===== src/rtl/card_game_pkg.sv =====
// Shared constants, FSM state type and grid-to-index mapping for the card game.
package card_game_pkg;

    localparam int unsigned GRID_DIM  = 6;
    localparam int unsigned NUM_CARDS = 36;

    typedef enum logic [1:0] {
        PICK1 = 2'd0,
        PICK2 = 2'd1,
        WAIT  = 2'd2
    } state_e;

    // Cards are numbered 1..36 row-major from the top-left corner.
    function automatic logic [5:0] card_index(input logic [2:0] row, input logic [2:0] col);
        return 6'(row) * 6'(GRID_DIM) + 6'(col) + 6'd1;
    endfunction

endpackage


===== src/rtl/button_debounce.sv =====
// Push-button conditioner: 2-FF synchronizer, optional debounce, rising-edge pulse.
// Debounce is compiled in only when CARD_SELECT_DEBOUNCE_EN is defined.
module button_debounce #(
    parameter int unsigned DEBOUNCE_CYCLES = 250000
) (
    input  logic clock,
    input  logic resetN,
    input  logic btn,
    output logic press
);

    logic [1:0] sync_q;
    logic       synced;
    logic       level_q, level_d;
    logic       press_q;

    always_ff @(posedge clock or negedge resetN) begin
        if (!resetN) begin
            sync_q <= 2'b00;
        end else begin
            sync_q <= {sync_q[0], btn};
        end
    end

    assign synced = sync_q[1];

`ifdef CARD_SELECT_DEBOUNCE_EN
    localparam int unsigned CntW = (DEBOUNCE_CYCLES > 1) ? $clog2(DEBOUNCE_CYCLES) : 1;

    logic [CntW-1:0] cnt_q, cnt_d;

    // The counter runs only while the synchronized level disagrees with the accepted one.
    always_comb begin
        level_d = level_q;
        cnt_d   = '0;
        if (synced != level_q) begin
            if (cnt_q == CntW'(DEBOUNCE_CYCLES - 1)) begin
                level_d = synced;
            end else begin
                cnt_d = cnt_q + 1'b1;
            end
        end
    end

    always_ff @(posedge clock or negedge resetN) begin
        if (!resetN) begin
            cnt_q <= '0;
        end else begin
            cnt_q <= cnt_d;
        end
    end
`else
    logic unused_cfg;
    assign unused_cfg = ^DEBOUNCE_CYCLES;

    always_comb begin
        level_d = synced;
    end
`endif

    always_ff @(posedge clock or negedge resetN) begin
        if (!resetN) begin
            level_q <= 1'b0;
            press_q <= 1'b0;
        end else begin
            level_q <= level_d;
            press_q <= level_d & ~level_q;
        end
    end

    assign press = press_q;

endmodule


===== src/rtl/card_select.sv =====
// Cursor navigation and two-card pick FSM feeding the compare stage.
// Optional button debounce selected by CARD_SELECT_DEBOUNCE_EN.
module card_select
    import card_game_pkg::*;
#(
    parameter int unsigned DEBOUNCE_CYCLES = 250000
) (
    input  logic                 clock,
    input  logic                 resetN,
    input  logic                 btnUp,
    input  logic                 btnDown,
    input  logic                 btnLeft,
    input  logic                 btnRight,
    input  logic                 btnSel,
    input  logic [NUM_CARDS-1:0] cardMatched,
    input  logic                 resolveDone,
    output logic                 A,
    output logic                 inputState,
    output logic [5:0]           mem6x6,
    output logic [2:0]           cursorRow,
    output logic [2:0]           cursorCol,
    output logic [NUM_CARDS-1:0] faceUp
);

    localparam logic [2:0] MaxPos = 3'(GRID_DIM - 1);

    logic [4:0] btn_raw, btn_press;
    logic       up_p, down_p, left_p, right_p, sel_p;

    assign btn_raw = {btnSel, btnUp, btnDown, btnLeft, btnRight};
    assign {sel_p, up_p, down_p, left_p, right_p} = btn_press;

    for (genvar i = 0; i < 5; i++) begin : g_btn
        button_debounce #(
            .DEBOUNCE_CYCLES(DEBOUNCE_CYCLES)
        ) u_btn (
            .clock (clock),
            .resetN(resetN),
            .btn   (btn_raw[i]),
            .press (btn_press[i])
        );
    end

    state_e               state_q, state_d;
    logic                 a_q, a_d;
    logic                 is_q, is_d;
    logic [5:0]           mem_q, mem_d;
    logic [2:0]           row_q, row_d;
    logic [2:0]           col_q, col_d;
    logic [NUM_CARDS-1:0] face_q, face_d;
    logic [5:0]           first_q, first_d;

    logic [5:0] idx;
    logic [5:0] bit_sel;
    logic       legal;

    assign idx     = card_index(row_q, col_q);
    assign bit_sel = idx - 6'd1;
    assign legal   = !cardMatched[bit_sel] && !face_q[bit_sel];

    always_comb begin
        state_d = state_q;
        a_d     = 1'b0;
        is_d    = is_q;
        mem_d   = mem_q;
        row_d   = row_q;
        col_d   = col_q;
        face_d  = face_q;
        first_d = first_q;

        // Select outranks every move even when the pick itself is rejected.
        if (sel_p) begin
            case (state_q)
                PICK1: begin
                    if (legal) begin
                        a_d             = 1'b1;
                        is_d            = 1'b0;
                        mem_d           = idx;
                        face_d[bit_sel] = 1'b1;
                        first_d         = idx;
                        state_d         = PICK2;
                    end
                end
                PICK2: begin
                    if (legal && (idx != first_q)) begin
                        a_d             = 1'b1;
                        is_d            = 1'b1;
                        mem_d           = idx;
                        face_d[bit_sel] = 1'b1;
                        state_d         = WAIT;
                    end
                end
                default: ;
            endcase
        end else if (up_p) begin
            row_d = (row_q == 3'd0) ? MaxPos : row_q - 3'd1;
        end else if (down_p) begin
            row_d = (row_q == MaxPos) ? 3'd0 : row_q + 3'd1;
        end else if (left_p) begin
            col_d = (col_q == 3'd0) ? MaxPos : col_q - 3'd1;
        end else if (right_p) begin
            col_d = (col_q == MaxPos) ? 3'd0 : col_q + 3'd1;
        end

        if ((state_q == WAIT) && resolveDone) begin
            face_d  = '0;
            state_d = PICK1;
        end
    end

    always_ff @(posedge clock or negedge resetN) begin
        if (!resetN) begin
            state_q <= PICK1;
            a_q     <= 1'b0;
            is_q    <= 1'b0;
            mem_q   <= 6'd0;
            row_q   <= 3'd0;
            col_q   <= 3'd0;
            face_q  <= '0;
            first_q <= 6'd0;
        end else begin
            state_q <= state_d;
            a_q     <= a_d;
            is_q    <= is_d;
            mem_q   <= mem_d;
            row_q   <= row_d;
            col_q   <= col_d;
            face_q  <= face_d;
            first_q <= first_d;
        end
    end

    assign A          = a_q;
    assign inputState = is_q;
    assign mem6x6     = mem_q;
    assign cursorRow  = row_q;
    assign cursorCol  = col_q;
    assign faceUp     = face_q;

endmodule


===== config.mk =====
export PLATFORM = sky130hd
export DESIGN_NAME = card_select
export DESIGN_NICKNAME = d
export VERILOG_FILES = /design/src/rtl/card_game_pkg.sv /design/src/rtl/button_debounce.sv /design/src/rtl/card_select.sv
export SDC_FILE = /design/constraint.sdc
export NUM_CORES = 1
export LEC_CHECK = 0
export CAP_MARGIN = 20
export CORE_ASPECT_RATIO = 1.75
export CORE_UTILIZATION = 25
export CTS_CLUSTER_DIAMETER = 100
export CTS_CLUSTER_SIZE = 16
export DETAILED_ROUTE_END_ITERATION = 6
export PLACE_DENSITY_LB_ADDON = 0.08
export SKIP_LAST_GASP = 1
export SLEW_MARGIN = 5
export SYNTH_ARGS = -nofsm -noshare
export SYNTH_HDL_FRONTEND = slang
export SYNTH_SLANG_ARGS = --single-unit
export TNS_END_PERCENT = 100

===== constraint.sdc =====
create_clock -name clock -period 10.88 [get_ports clock]
set_input_delay 2.176 -clock clock [delete_from_list [all_inputs] [get_ports clock]]
set_output_delay 2.176 -clock clock [all_outputs]
set_load 0.05 [all_outputs]

==> implementation parameters, run 1 <==
Parameter                              Value

Finish
  Diodes inserted ... 0
  Nets ... around 530
  Area Growth Syn to Fin ... 33.3%
  Fraction of final layout cells with drive strength greater than 1 ... slightly below 10%

Routing
  Via count normalized by instance count ... around 5
  Final routed DRC violation total ... 0
  Pre-antenna DRT Iters ... 4
  Final Routed Wirelength ... between 10000 and 15000 µm
  Drt wl/cell ... about 19 µm
  Detail Route Antenna Nets ... 0
  Initial DRC count ... between 100 and 150
  Via count ... ~3300

STA
  Number of failing setup endpoints in the final timing report ... 0
  Count of final max-slew check failures ... 0
  Maximum frequency from static timing analysis ... around 240 MHz
  Unrepaired setup endpoints after global routing ... false
  Min Tclk post-route ... about 4.2 ns
  Slew @ Worst Pin ... ~0.78 ns
  Worst relative slew slack ... 47.8%
  Aggregate negative setup slack ... 0 ns
  Worst Clk Skew ... roughly 0.0086 ns
  Final worst-path cycle share ... 38.8%
  Final hold violations ... 0

Synthesis
  Warnings from Yosys ... 0
  Most used DFF post-synth ... dfrtp_1
  EDFF count, synth ... 0
  Net count of the mapped netlist ... ~440
  Post-synthesis average cell area ... ~11 µm²
  Mapped cell area ... around 4100 µm²
  Post-synthesis sequential area ratio ... between 40% and 50%
  Syn Inst Count ... approximately 380
  Number of library cell types mapped by synthesis ... 65
  Count of state elements after synthesis ... slightly below 80
  Share of synthesized flip-flops with an asynchronous set or reset ... 100%

GRT
  GR Util met2 ... 30.0%
  Maximum number of pins on one net before global-route repair ... 51
  Number of global-route vias before repair ... ~3600
  Wire length of the first global-routing pass ... approximately 20000 µm
  Fraction of met3 tracks used by global routing ... ~3.4%
  Total global-route track usage ... between 10% and 20%
  GRT Residual Overflow ... 0
  Met1 Resource Use GR ... between 15 and 20%
  Number of antenna violations at the first check in global routing ... 0
  Busiest metal layer after global routing ... met2

Setup path
  Buffering stage count on the worst path with inverters included ... 2
  Worst setup SP type ... flop
  CP max stage cell ... clkdlybuf4s50_1
  Sequence of cells on the critical path ... buf_4, clkdlybuf4s50_1
  Family with the most delay on the worst path ... buffers and inverters
  Critical path data required time ... 8.70 ns
  Type of the setup path with the least slack ... reg -> out
  Worst reg-to-reg path cell count ... 10
  Worst EP arrival ... slightly above 2 ns
  Startpoint of the most critical setup path ... cursorCol[0]
  End point of the critical path ... cursorCol[0]
  Kind of capture point of the worst setup path ... primary output
  Worst r2r dst ... first_q[2]
  Largest fanout on the critical path ... 36
  Peak per-stage delay on the critical path ... 0.90 ns
  Register-to-Register Setup Slack ... between 6 and 7 ns
  Launch point of the worst reg-to-reg path ... cursorCol[1]
  Levels on crit path ... 2

Clock network
  Number of setup buffers added after CTS ... 0
  Number of hold buffers added after CTS ... 0
  H-tree levels ... 3
  Total clock sinks ... just under 80
  Clock Tree Root ... clkbuf_16
  Quantity of gates resized following cts ... 0
  Number of CTS-inserted buffers ... 9
  CTS tree ... done
  Clock latency at the later pin of the worst-skew pair ... 0.34 ns
  Number of buffers between clock root and the deepest sink ... 2
  Clock-pin transition on the worst setup and hold timing paths ... around 0.07 ns

Run
  Max-capacitance violation count ... 0

Floorplan
  Vertical extent of the die ... 172 µm
  Initial Utilization ... around a quarter
  Total core area ... 16000 µm²
  X dimension of the die ... between 90 and 100 µm
  Floorplan row count ... between 60 and 70
  Count of boundary I/O pins ... 94
  DIE AREA ... between 15000 and 20000 µm²

Outcome
  Run status ... finished clean

Worst hold path
  Start point of the worst hold path ... g_btn[3].u_btn.sync_q[0]
  Class of the tightest hold or removal check ... reg -> reg

Place
  Weighted congestion at the end of routability-driven global placement ... 0.743
  Count of buffers from port buffering ... 93
  Detail Placement HPWL ... about 9000 µm
## kinds of logic after synthesis
kind of cell,after synthesis,share of synthesized area [%]
and+or+nand+nor,123,13.6
AOI/OAI and AO/OA,91,15.4
DFF,78,47.3
buffers and inverters,34,3.94
muxes,27,9.85
xor gates and xnor gates,18,5.85
adders and majority gates,12,4.00
## cell type report
type / instances / area [µm²]
sequential: 78 / 1950
fill: 1651 / 10500
multi-input combinational: 271 / 2010
tap: 189 / 236
clock inverter: 7 / 63.8
clock buffer: 9 / 225
inverter: 12 / 45.0
timing repair buffer: 97 / 966
## worst min-delay path by stage
stage                                          end  slack [ns]  depth (start not counted)
final                     g_btn[3].u_btn.sync_q[1]        0.35                          0
after global routing      g_btn[0].u_btn.sync_q[1]        0.36                          0
after CTS                 g_btn[3].u_btn.sync_q[1]        0.36                          0
after detailed placement  g_btn[4].u_btn.sync_q[1]        0.33                          0
after global placement    g_btn[2].u_btn.sync_q[1]        0.34                          0
after floorplan           g_btn[0].u_btn.sync_q[1]        0.33                          0
## per-layer routing
layer / vias to the layer above / wire, µm
met5: - / 0
met4: 0 / 278
met3: 20 / 417
met2: 68 / 7200
met1: 1689 / 4860
li1: 1550 / -
## cells in the mapped netlist (3+ instances only)
cell       number  area [µm²]
a211o_1         4        35.0
a211oi_1        3        22.5
a21o_1          3        22.5
a21oi_1        19        95.1
a31oi_1         3        18.8
a41oi_1         4        35.0
buf_2           6        30.0
buf_6           3        33.8
clkbuf_1        9        33.8
dfrtp_1        78        1950
ha_1           10         125
inv_1          12        45.0
mux2_2          5        56.3
mux2_4          6        90.1
mux2i_1         8        80.1
mux4_2          8         180
nand2_1        38         143
nand2b_1        4        25.0
nand3_1         5        25.0
nor2_1         45         169
nor2b_1         7        43.8
nor3_1          8        40.0
nor4_1          4        25.0
o2111ai_1       3        26.3
o21ai_0        24         120
o31ai_1         4        30.0
o41ai_1         4        35.0
xnor2_1         7        61.3
xnor3_1         5         113
xor2_1          5        43.8
## sequential cells by signal, summed over array words and instances (netlist names)
name	count
first_q	6
mem6x6	6
g_btn.u_btn.press	5
inputState	1
cursorRow	3
A	1
g_btn.u_btn.sync_q	10
cursorCol	3
g_btn.u_btn.level_q	5
state_q	2
faceUp	36
## through the flow
step / instance area, µm² / util, % / hold WS (ns) / setup WS [ns] / std cells
2_1_floorplan: 4130 / - / 0.331 / 6.98 / 383
3_3_place_gp: 5200 / 32.4 / 0.335 / 6.39 / 646
3_5_place_dp: 5200 / 32.4 / 0.335 / 6.38 / 646
4_1_cts: 5490 / 34.2 / 0.356 / 6.64 / 662
5_1_grt: 5500 / 34.3 / 0.359 / 6.52 / 663
6_report: 5500 / 34.3 / 0.352 / 6.66 / 663
## layout by cell type, fill, tap and decap left out, drive strengths merged, types with 2 or more instances in the layout
| cell type | Yosys | routed |
|---|---|---|
| a211o | 4 | 4 |
| a211oi | 4 | 4 |
| a21o | 3 | 3 |
| a21oi | 19 | 19 |
| a22o | 2 | 2 |
| a31oi | 4 | 4 |
| a41oi | 4 | 4 |
| and2 | 2 | 2 |
| buf | 12 | 5 |
| clkbuf | 10 | 9 |
| clkdlybuf4s50 | 0 | 92 |
| clkinv | 0 | 3 |
| dfrtp | 78 | 78 |
| fa | 2 | 2 |
| ha | 10 | 10 |
| inv | 12 | 16 |
| mux2 | 11 | 11 |
| mux2i | 8 | 8 |
| mux4 | 8 | 8 |
| nand2 | 38 | 38 |
| nand2b | 4 | 4 |
| nand3 | 6 | 6 |
| nor2 | 45 | 45 |
| nor2b | 7 | 7 |
| nor3 | 8 | 8 |
| nor4 | 4 | 4 |
| o2111ai | 3 | 3 |
| o21ai | 25 | 25 |
| o21bai | 2 | 2 |
| o31ai | 4 | 4 |
| o41ai | 4 | 4 |
| or2 | 2 | 2 |
| xnor2 | 7 | 7 |
| xnor3 | 5 | 5 |
| xor2 | 5 | 5 |
Power of run 1 is left out: the tool's default activity adds up to more than one toggle a clock period on the data nets, which glitch-free logic cannot reach.
==> run 2: changes to the inputs <==
==> constraint.sdc (replaced) <==
create_clock -name clock -period 3.5 [get_ports clock]
set_input_delay 0.7 -clock clock [delete_from_list [all_inputs] [get_ports clock]]
set_output_delay 0.7 -clock clock [all_outputs]
set_load 0.05 [all_outputs]
==> run 2 against run 1 <==
  * Critical path depth grew 8
  * Count of clock-buffer cells in the layout grew 1
  * Global-route usage shrank 0.33 points
  * Critical path type is now reg -> reg
  * Critical endpoint is now first_q[1]
  * Largest cell class unchanged
==> implementation parameters, run 2 (synthesis results as in run 1) <==
Parameter                              Value

GRT
  Total global-route track usage ... 15.5% (-0.33 points)
  Number of antenna violations at the first check in global routing ... 0 (unchanged)
  Wire length of the first global-routing pass ... 19900 µm (-1.6%)
  Maximum number of pins on one net before global-route repair ... 79 (+55%)
  Number of global-route vias before repair ... 3636 (+0.11%)
  GRT Residual Overflow ... 0 (unchanged)

Setup path
  Worst EP arrival ... 3.64 ns (+1.59 ns)
  Worst reg-to-reg path cell count ... 10 (unchanged)
  Worst r2r dst ... first_q[1]
  Worst setup SP type ... flop
  Kind of capture point of the worst setup path ... flop
  Critical path data required time ... 3.72 ns (-4.98 ns)
  Launch point of the worst reg-to-reg path ... cursorRow[0]
  Largest fanout on the critical path ... 6 (-83%)
  Type of the setup path with the least slack ... reg -> reg
  Register-to-Register Setup Slack ... 0.08 ns (-6.75 ns)

Clock network
  Clock latency at the later pin of the worst-skew pair ... 0.34 ns (about the same)
  Number of buffers between clock root and the deepest sink ... 2 (unchanged)
  H-tree levels ... 3 (unchanged)
  Total clock sinks ... 78 (unchanged)
  Number of hold buffers added after CTS ... 0 (unchanged)
  Clock Tree Root ... clkbuf_16
  CTS tree ... done
  Clock-pin transition on the worst setup and hold timing paths ... 0.07 ns (about the same)
  Number of CTS-inserted buffers ... 9 (unchanged)

STA
  Maximum frequency from static timing analysis ... 292 MHz
  Min Tclk post-route ... approximately 3.4 ns
  Number of failing setup endpoints in the final timing report ... 0 (unchanged)
  Worst relative slew slack ... 64.6% (+17 points)
  Final hold violations ... 0 (unchanged)
  Worst Clk Skew ... 0.0102 ns (+0.00163 ns)
  Count of final max-slew check failures ... 0 (unchanged)
  Final worst-path cycle share ... between 90% and 100%
  Slew @ Worst Pin ... 0.530 ns (-0.253 ns)
  Hold Worst Slack ... 0.328 ns (-0.0232 ns)
  Unrepaired setup endpoints after global routing ... true

Floorplan
  Floorplan row count ... 61 (unchanged)
  Count of boundary I/O pins ... 94 (unchanged)
  Initial Utilization ... 25.8% (unchanged)
  DIE AREA ... 17000 µm² (unchanged)
  Vertical extent of the die ... 172 µm (unchanged)
  X dimension of the die ... 99.1 µm (unchanged)
  Total core area ... 16000 µm² (unchanged)

Routing
  Final Routed Wirelength ... 12900 µm (+1.2%)
  Initial DRC count ... 138 (+2.2%)
  Detail Route Antenna Nets ... 0 (unchanged)
  Via count normalized by instance count ... 4.82 (-4.0%)
  Drt wl/cell ... 18.0 µm (-6.3%)
  Pre-antenna DRT Iters ... 6 (+2)
  Via count ... 3448 (+3.6%)
  Final routed DRC violation total ... 0 (unchanged)

Finish
  Fraction of final layout cells with drive strength greater than 1 ... 26.0% (+16 points)
  Area Growth Syn to Fin ... 50.8%
  Number of flip-flops in the largest register ... 36 (unchanged)
  Filler Cells Inserted ... 1615 (-2.2%)
  Leading cell type in the layout, fill and taps excluded ... clkdlybuf4s50_1
  Nets ... 578 (+10%)
  Diodes inserted ... 0 (unchanged)
  Leading cell types in the layout, fill and taps excluded ... clkdlybuf4s50_1 (92), dfrtp_1 (73), buf_4 (50), nor2_1 (42), nand2_1 (37)

Outcome
  Run status ... finished clean

Worst hold path
  Class of the tightest hold or removal check ... in -> async

Place
  Count of buffers from port buffering ... 93 (unchanged)
  Weighted congestion at the end of routability-driven global placement ... 0.773 (+4.1%)
  Detail Placement HPWL ... 9420 µm (+1.7%)

Run
  Max-capacitance violation count ... 0 (unchanged)
[run 2: cell types whose count changed in the layout (fill, tap and decap cells not counted), sizes merged]
cell,before,now
buf,5,56
inv,16,12
clkbuf,9,12
clkinv,3,5
clkinvlp,0,1
[run 2: critical path, cell delays in order (launching register included)]
cell and delay [ns]:
dfrtp_4 0.51, fa_2 0.55, buf_12 0.18, or2b_4 0.27, nor2_4 0.09, xnor3_2 0.47, mux2i_1 0.15, a311o_1 0.32
a31oi_4 0.21, and2_4 0.24, mux2_4 0.31
[run 2: area by class of cell]
cell class / instances / area, µm² / area share (%)
Clock inverter: 6 / 40.0 / 0.643
Inverter: 12 / 45.0 / 0.724
Tap cell: 189 / 236 / 3.80
Multi-Input combinational cell: 271 / 2270 / 36.4
Sequential cell: 78 / 1960 / 31.5
Timing Repair Buffer: 150 / 1450 / 23.3
Clock buffer: 10 / 229 / 3.68
[run 2: worst max path at each step]
stage                     slack, ns    endpoint    startpoint
after global routing          -0.02  first_q[5]  cursorRow[0]
after detailed placement      -0.07  faceUp[33]  cursorRow[0]
after floorplan                0.04  first_q[1]  cursorRow[0]
after global placement        -0.07  faceUp[33]  cursorRow[0]
after CTS                      0.02  first_q[1]  cursorRow[0]
final                          0.08  first_q[1]  cursorRow[0]
[run 2: per-stage QoR]
step	TNS (ns)	instance area (µm²)	worst slack, ns	cells	util, %
2_1_floorplan	0	4200	0.0441	383	-
6_report	0	6220	0.0756	716	38.8
3_5_place_dp	-0.147	5550	-0.0682	682	34.6
5_1_grt	-0.0550	6220	-0.0217	716	38.8
3_3_place_gp	-0.188	5550	-0.0727	682	34.6
4_1_cts	0	5850	0.0165	698	36.5
[run 2: repair_timing]
| action | in CTS | in global routing |
|---|---|---|
| cloned | 0 | 2 |
| pin swaps | 1 | 15 |
| gates resized for setup | 6 | 37 |
| setup buffers | 0 | 15 |
| setup endpoints to repair | 14 | 49 |
[run 2: layer usage]
metal,track usage (%),share of wire (%)
met5,0,0
met4,6.27,1.8
met3,2.87,3.5
met2,29.8,57
met1,16.6,38
Power of run 2 is left out for the same reason.
